$ cat config.mk
export PLATFORM = sky130hd
export DESIGN_NAME = mul_div_unit
export DESIGN_NICKNAME = d
export VERILOG_FILES = /design/src/rtl/mul_div_unit_pkg.sv /design/src/rtl/mdu_iter_core.sv /design/src/rtl/mul_div_unit.sv
export SDC_FILE = /design/constraint.sdc
export NUM_CORES = 1
export LEC_CHECK = 0
export ABC_AREA = 0
export CAP_MARGIN = 20
export CORE_ASPECT_RATIO = 0.8
export CORE_MARGIN = 3
export CORE_UTILIZATION = 30
export DETAILED_ROUTE_END_ITERATION = 7
export GPL_TIMING_DRIVEN = 1
export SYNTH_ARGS = -nofsm -noshare
export SYNTH_HDL_FRONTEND = slang
export SYNTH_SLANG_ARGS = --single-unit
$ cat constraint.sdc
create_clock -name clk -period 7.5 [get_ports clk]
set_input_delay 1.5 -clock clk [delete_from_list [all_inputs] [get_ports clk]]
set_output_delay 1.5 -clock clk [all_outputs]
set_load 0.01 [all_outputs]
$ cat src/rtl/mul_div_unit_pkg.sv
// mul_div_unit_pkg: op encodings, FSM states and default width for the multiply/divide unit
package mul_div_unit_pkg;
  localparam int MDU_WIDTH = 32;
  localparam logic [2:0] MDU_MULT  = 3'b000;
  localparam logic [2:0] MDU_MULTU = 3'b001;
  localparam logic [2:0] MDU_DIV   = 3'b010;
  localparam logic [2:0] MDU_DIVU  = 3'b011;
  localparam logic [2:0] MDU_MTHI  = 3'b100;
  localparam logic [2:0] MDU_MTLO  = 3'b101;
  typedef enum logic [1:0] {IDLE, RUN, FIX} mdu_state_e;
endpackage

$ cat src/rtl/mdu_iter_core.sv
// mdu_iter_core: one shift-add multiply step or one restoring divide step on the 2*WIDTH+1-bit accumulator
module mdu_iter_core #(
  parameter int WIDTH = 32
) (
  input  logic [2*WIDTH:0] acc,
  input  logic [WIDTH-1:0] operand,
  input  logic             div,
  output logic [2*WIDTH:0] next
);
  logic [WIDTH:0] sum;
  logic [WIDTH:0] rem;
  logic [WIDTH:0] diff;
  logic           ge;
  // multiply: {carry,high} += operand when the multiplier lsb is set, then shift right;
  // divide: shift the next dividend bit into the remainder and subtract when it fits
  always_comb begin
    sum  = acc[2*WIDTH:WIDTH] + {1'b0, operand & {WIDTH{acc[0]}}};
    rem  = {acc[2*WIDTH-1:WIDTH], acc[WIDTH-1]};
    diff = rem - {1'b0, operand};
    ge   = rem >= {1'b0, operand};
    next = div ? {ge ? diff : rem, acc[WIDTH-2:0], ge} : {1'b0, sum, acc[WIDTH-1:1]};
  end
endmodule

$ cat src/rtl/mul_div_unit.sv
// mul_div_unit: iterative multiply/divide unit with architectural HI/LO registers
module mul_div_unit
  import mul_div_unit_pkg::*;
#(
  parameter int WIDTH = MDU_WIDTH
) (
  input  logic             clk,
  input  logic             reset,
  input  logic             start,
  input  logic [2:0]       op,
  input  logic [WIDTH-1:0] opr1,
  input  logic [WIDTH-1:0] opr2,
  input  logic             cancel,
  output logic             busy,
  output logic             done,
  output logic [WIDTH-1:0] hi,
  output logic [WIDTH-1:0] lo
);
  localparam int CW = $clog2(WIDTH);
  mdu_state_e state, next_state;
  logic [CW-1:0]      cnt;
  logic [2*WIDTH:0]   acc, acc_next;
  logic [WIDTH-1:0]   b_reg;
  logic               is_div, neg_q, neg_r;
  logic               accept, md_accept, last, sgn, s1, s2;
  logic [WIDTH-1:0]   a_mag, b_mag, q, r, q_s, r_s, res_hi, res_lo;
  logic [2*WIDTH-1:0] prod_s;
  assign busy = state != IDLE;
  // acceptance and magnitude conversion of the signed operands
  always_comb begin
    accept    = start & (state == IDLE) & ~cancel;
    md_accept = accept & ~op[2];
    last      = cnt == CW'(WIDTH - 1);
    sgn       = ~op[0];
    s1        = sgn & opr1[WIDTH-1];
    s2        = sgn & opr2[WIDTH-1];
    a_mag     = s1 ? -opr1 : opr1;
    b_mag     = s2 ? -opr2 : opr2;
  end
  // sign correction of the finished iteration; a zero divisor forces an all-ones quotient
  always_comb begin
    prod_s = neg_q ? -acc[2*WIDTH-1:0] : acc[2*WIDTH-1:0];
    q      = acc[WIDTH-1:0];
    r      = acc[2*WIDTH-1:WIDTH];
    q_s    = (b_reg == '0) ? '1 : neg_q ? -q : q;
    r_s    = neg_r ? -r : r;
    res_hi = is_div ? r_s : prod_s[2*WIDTH-1:WIDTH];
    res_lo = is_div ? q_s : prod_s[WIDTH-1:0];
  end
  mdu_iter_core #(.WIDTH(WIDTH)) u_core (
    .acc(acc),
    .operand(b_reg),
    .div(is_div),
    .next(acc_next)
  );
  // FSM state register
  always_ff @(posedge clk or posedge reset)
    if (reset) state <= IDLE;
    else state <= next_state;
  // next state: cancel always returns to IDLE
  always_comb begin
    next_state = IDLE;
    if (!cancel)
      next_state = state == IDLE ? (md_accept ? RUN : IDLE) : state == RUN ? (last ? FIX : RUN) : IDLE;
  end
  // datapath: operand latch, iteration, HI/LO writes and done pulse
  always_ff @(posedge clk or posedge reset) begin
    if (reset) begin
      cnt    <= '0;
      acc    <= '0;
      b_reg  <= '0;
      is_div <= 1'b0;
      neg_q  <= 1'b0;
      neg_r  <= 1'b0;
      hi     <= '0;
      lo     <= '0;
      done   <= 1'b0;
    end else begin
      done <= 1'b0;
      if (md_accept) begin
        acc    <= {{(WIDTH+1){1'b0}}, a_mag};
        b_reg  <= b_mag;
        is_div <= op[1];
        neg_q  <= s1 ^ s2;
        neg_r  <= s1;
        cnt    <= '0;
      end else if (cancel) begin
        cnt <= '0;
      end else if (state == RUN) begin
        acc <= acc_next;
        cnt <= last ? '0 : cnt + 1'b1;
      end
      if (state == FIX && !cancel) begin
        hi   <= res_hi;
        lo   <= res_lo;
        done <= 1'b1;
      end
      if (accept && op == MDU_MTHI) hi <= opr1;
      if (accept && op == MDU_MTLO) lo <= opr1;
    end
  end
endmodule

Yosys cells after proc, flatten, opt, wreduce, memory -nomap -nowiden
Cells that the tools add are included.
{"block": "word_totals", "word_cells": 74, "out_inout_bits": 66, "input_bits": 71, "regBits": 172}
{"block": "classes", "reduce_logical": 12, "bitwise_logic": 10, "n_mux": 27, "order_cmp": 1, "eq_ne": 6, "n_addsub": 8}
{"cell": "32-bit two-way mux", "n": 11}
{"cell": "65-bit two-way mux", "n": 4}
{"cell": "32-bit negator", "n": 4}
{"cell": "64-bit two-way mux", "n": 1}
{"cell": "64-bit negator", "n": 1}
{"cell": "33-bit by 32-bit adder with 33-bit output", "n": 1}
{"cell": "33-bit by 32-bit >= comparator with 1-bit output", "n": 1}
{"cell": "33-bit two-way mux", "n": 1}
{"cell": "33-bit by 32-bit subtractor with 33-bit output", "n": 1}
{"cell": "32-bit bitwise AND", "n": 1}
{"cell": "32-bit logical NOT", "n": 1}
{"cell": "5-bit two-way mux", "n": 4}
{"cell": "2-bit two-way mux", "n": 4}
{"cell": "2-bit nonzero test", "n": 4}
{"cell": "3-bit equality test, second input constant", "n": 2}
{"cell": "5-bit by 1-bit adder with 5-bit output, second input constant", "n": 1}
{"cell": "1-bit bitwise AND", "n": 5}
{"cell": "5-bit equality test, second input constant", "n": 1}
{"cell": "1-bit logical AND", "n": 3}
{"cell": "1-bit inverter", "n": 3}
{"cell": "3-bit nonzero test", "n": 1}
{"cell": "2-bit by 1-bit equality test with 1-bit output, second input constant", "n": 1}
{"cell": "2-bit equality test, second input constant", "n": 1}
{"cell": "2-bit logical NOT", "n": 1}
{"cell": "other kinds (5)", "n": 6}

Longest topological paths before layout
{"block": "depth", "ltp_word": 7, "depth_mapped": 14, "mapped_depth_nobuf": 14}

By module
Synthesis repeated with hierarchy kept, for this count alone.
{"block": "hier_totals", "hier_cells": 1830, "hier_area_um2": 14764.2}
{"mod": "mul_div_unit", "seq_area_each_um2": 4304.1, "n_inst": 1, "area_per_inst_um2": 10191.0, "cells_per_inst": 1167}
{"mod": "mdu_iter_core", "seq_area_each_um2": 0.0, "n_inst": 1, "area_per_inst_um2": 4573.1, "cells_per_inst": 663}

Least setup slack after synthesis
OpenSTA, ideal clock, no wires.
{"block": "synth_timing", "path_kind": "input-to-reg", "start": "input port opr2[8]", "end": "register b_reg[29]", "path_stages": 10, "path_slack_ps": 3196, "setup_time_ps": 130, "required_time_ps": 7370, "n_path_buf": 0, "arrival_time_ps": 4173, "cell_sequence": "or4_4 -> nor4_4 -> nand3b_2 -> nand2b_4 -> or4_4 -> or3_4 -> or4_4 -> o41ai_2 -> xor2_1 -> o21ai_1"}
{"block": "synth_between", "elab_chain_cells": 2}
{"item": "from (decl)", "line_no": "mul_div_unit.sv:12", "text": "input logic [WIDTH-1:0] opr2,"}
{"item": "32-bit negator", "line_no": "mul_div_unit.sv:38", "text": "b_mag = s2 ? -opr2 : opr2;"}
{"item": "32-bit two-way mux", "line_no": "mul_div_unit.sv:38"}
{"item": "to (signal assigned)", "line_no": "mul_div_unit.sv:82", "text": "b_reg <= b_mag;"}
{"item": "to (decl)", "line_no": "mul_div_unit.sv:23", "text": "logic [WIDTH-1:0] b_reg;"}
Every way passes these cells.
A chain may end at the register's enable or synchronous reset.

Worst setup path in the final report
{"block": "layout_timing", "start": "input port cancel", "end": "register lo[9]"}
{"block": "layout_between", "elab_chain_cells": 4, "elab_cells_between_ends": 7, "classes_between": "mux: 1; bitwise: 2; reduce/logical: 4"}
{"item": "from (decl)", "line_no": "mul_div_unit.sv:13", "text": "input logic cancel,"}
{"item": "1-bit inverter", "line_no": "mul_div_unit.sv:31", "text": "accept = start & (state == IDLE) & ~cancel;"}
{"item": "1-bit bitwise AND", "line_no": "mul_div_unit.sv:31"}
{"item": "1-bit logical AND", "line_no": "mul_div_unit.sv:99", "text": "if (accept && op == MDU_MTLO) lo <= opr1;"}
{"item": "32-bit two-way mux or 2-bit nonzero test (tied branches)"}
{"item": "to (signal assigned)", "line_no": "mul_div_unit.sv:95", "text": "lo <= res_lo;"}
{"item": "to (signal assigned)", "line_no": "mul_div_unit.sv:99"}
{"item": "to (decl)", "line_no": "mul_div_unit.sv:17", "text": "output logic [WIDTH-1:0] lo"}
Parallel ways exist; a longest one is shown, timed or not.

==> metrics <==
GR Overflow Total=0; CTS Sinks=172; Routed Antenna Nets=0; Critical Path Max Stage Delay=0.67 ns; die area=49670 um^2; initial antenna violation count=0; maximum VDD drop=186.7 uV; gate count of the mapped netlist=1777; endpoints failing setup=0; vias per inst=5.534; CP bufs+invs=4; max-capacitance violation count=0; final period utilization=0.6236; RR Endpoint=acc[60]; max FFs per register=65; Synth top cells by count=o21ai_0, nand2_1, dfrtp_1, nor2_1, a21oi_1; Req. time, crit path=7.80 ns; clk buf depth=2; share of cells above drive strength 1=0.04149; dominant cell by count in the synthesized netlist=o21ai_0; leading area contributor after synthesis=dfrtp_1; n_diodes=0; Worst-Margin Slew=1.098 ns; largest net degree at the start of global routing=97; post-synthesis net count=1920; arrival time worst endpoint=4.98 ns; Synth Warn #=0; All-Layer GR Usage=0.1883; Port Buffer Count=136; initial core utilization=0.3061; Design Area, Final=16610 um^2; Setup Buffers After CTS=0; vias=13659; HP Start=b_reg[18]; Hold Path Cell Cnt=2; dpl cell area=16000 um^2; Avg Cell Area, Syn=7.937 um^2; crit start category=input pin; Worst Setup Slack post-DPL=2.378 ns; CTS tree=yes; area of the core=46070 um^2; delay-heaviest family, CP=buffers and inverters; CP cell instances=clkdlybuf4s50_1 -> or3b_2 -> buf_4 -> inv_1 -> buf_4 -> nand2b_1 -> o22ai_1 -> o21ai_0; DPL Wire Length=36050 um; Hold EP=b_reg[18]; drt initial violations=1233; clk slew on worst S/H paths=0.07 ns; drt total wl=48140 um; RSZ-0062 raised after global routing=no; Max Fclk=213.8 MHz; CP max stage cell=inv_1; critical setup path kind=in2reg; first-pass GRT wire length=74580 um; P per Cell Area=357.3 nW/um^2; CTS HTree Levels=4; Final Hold Fails=0; register area share after synthesis=0.3052; max-slew violation count=0; Post-CTS Hold Buffers=0; Layout Skew=0.01676 ns; share of the synthesized area in the top cell type=0.3052; I/O pin total=137; Worst-Skew Late Latency=0.46 ns; Num CTS Buffers=17; Worst Setup End Kind=flop; Post-synth EDFFs=0; crit-path max FO=40; 1st-pass router iterations=6; setup ws final=2.823 ns; Root Driver=clkbuf_16; asr flop ratio synth=1.000; flop2flop setup slack=3.08 ns; Tightest Hold Check Type=reg2reg; Die Ht=199.9 um; worst hold slack=0.4929 ns; most used flip-flop cell after synthesis=dfrtp_1; Die W=248.4 um; Yosys reg bits=172; Final TNS setup=0 ns; Area contributors post-synth=dfrtp_1, o21ai_0, xnor2_1; DRC errors left=0; post-DR wirelength/cell=19.51 um; Worst slew margin=0.2679; Synth Cell Area=14100 um^2; synthesis-to-layout area growth=17.81%; fill count=4809; GP Congestion=0.9055; outcome=completed; Pleak=6.853 nW; most used cell, CP=buf_4; minimum clock period=4.677 ns; row count=70; number of global-route vias before repair=12847; post_cts resized=0; R2R depth=12; distinct cell type count of the synthesized netlist=70; Final Net Count=1986; Reg with most FFs=acc; Critical R2R Launch=acc[40]
[layout by cell type, fill, tap and decap left out, drive strengths merged, types with 20 or more instances in the layout]
cell / count
o21ai: 222
nand2: 190
dfrtp: 172
nor2: 144
clkdlybuf4s50: 136
a21oi: 135
xnor2: 102
xor2: 72
ha: 70
inv: 69
mux2i: 56
a22oi: 47
nor3: 43
o31ai: 37
o22ai: 30
a21o: 30
nor4: 21
clkbuf: 20
[final cells by class]
cell class | count | area [um^2] | area share
well taps | 612 | 765.7 | 0.04609
flip-flops and latches | 172 | 4305 | 0.2591
multi-input cells | 1431 | 9170 | 0.5519
inverters | 66 | 252.7 | 0.01521
clock inverters | 12 | 140.1 | 0.008434
clock buffers | 20 | 436.7 | 0.02628
repair buffers | 155 | 1544 | 0.09293
[worst max-delay path by stage]
| stage | startpoint | end | cells after the start |
|---|---|---|---|
| 2_1_floorplan | reset | acc[0] | 1 |
| 3_3_place_gp | cancel | lo[27] | 8 |
| 3_5_place_dp | cancel | lo[9] | 8 |
| 4_1_cts | cancel | lo[9] | 8 |
| 5_1_grt | cancel | lo[24] | 8 |
| 6_report | cancel | lo[9] | 8 |
[metal layers]
layer,global-route usage,share of wire,wire length (um),up-vias
met2,0.2866,0.44,20950,457
met5,0,0,0,-
met3,0.02889,0.056,2676,56
li1,-,-,-,6550
met1,0.2769,0.49,23590,6596
met4,0.05293,0.019,919,0
[cells by family after synthesis]
kind of cell / count (synthesis) / synth area share
flip-flops: 172 / 0.3052
buffers and inverters: 174 / 0.04649
AND/OR/NAND/NOR: 530 / 0.1792
AO/OA/AOI/OAI: 598 / 0.2556
multiplexers: 57 / 0.04054
adder cells (fa/ha/maj): 72 / 0.06494
XOR/XNOR: 174 / 0.1081
[worst min-delay path, delay by kind of cell, from the launching register on]
| kind | cells | cell delay (ns) |
|---|---|---|
| DFF | 1 | 0.34 |
| AOI/OAI and AO/OA | 1 | 0.07 |
| and+or+nand+nor | 1 | 0.04 |
[where the power goes]
part	switching, mW	internal, mW
Clock	0.418	0.495
Combinational	1.95	1.44
Sequential	0.456	1.18
Total	2.82	3.12
[through the flow]
| step | power, mW | util | instances |
|---|---|---|---|
| global placement | 4.918 | 0.3472 | 2434 |
| CTS | 5.900 | 0.3597 | 2466 |
| detailed placement | 4.959 | 0.3472 | 2434 |
| global route | 6.390 | 0.3606 | 2468 |
| finish | 5.937 | 0.3606 | 2468 |
| floorplan | 3.933 | - | 1777 |
(Power assumes the default switching activity.)
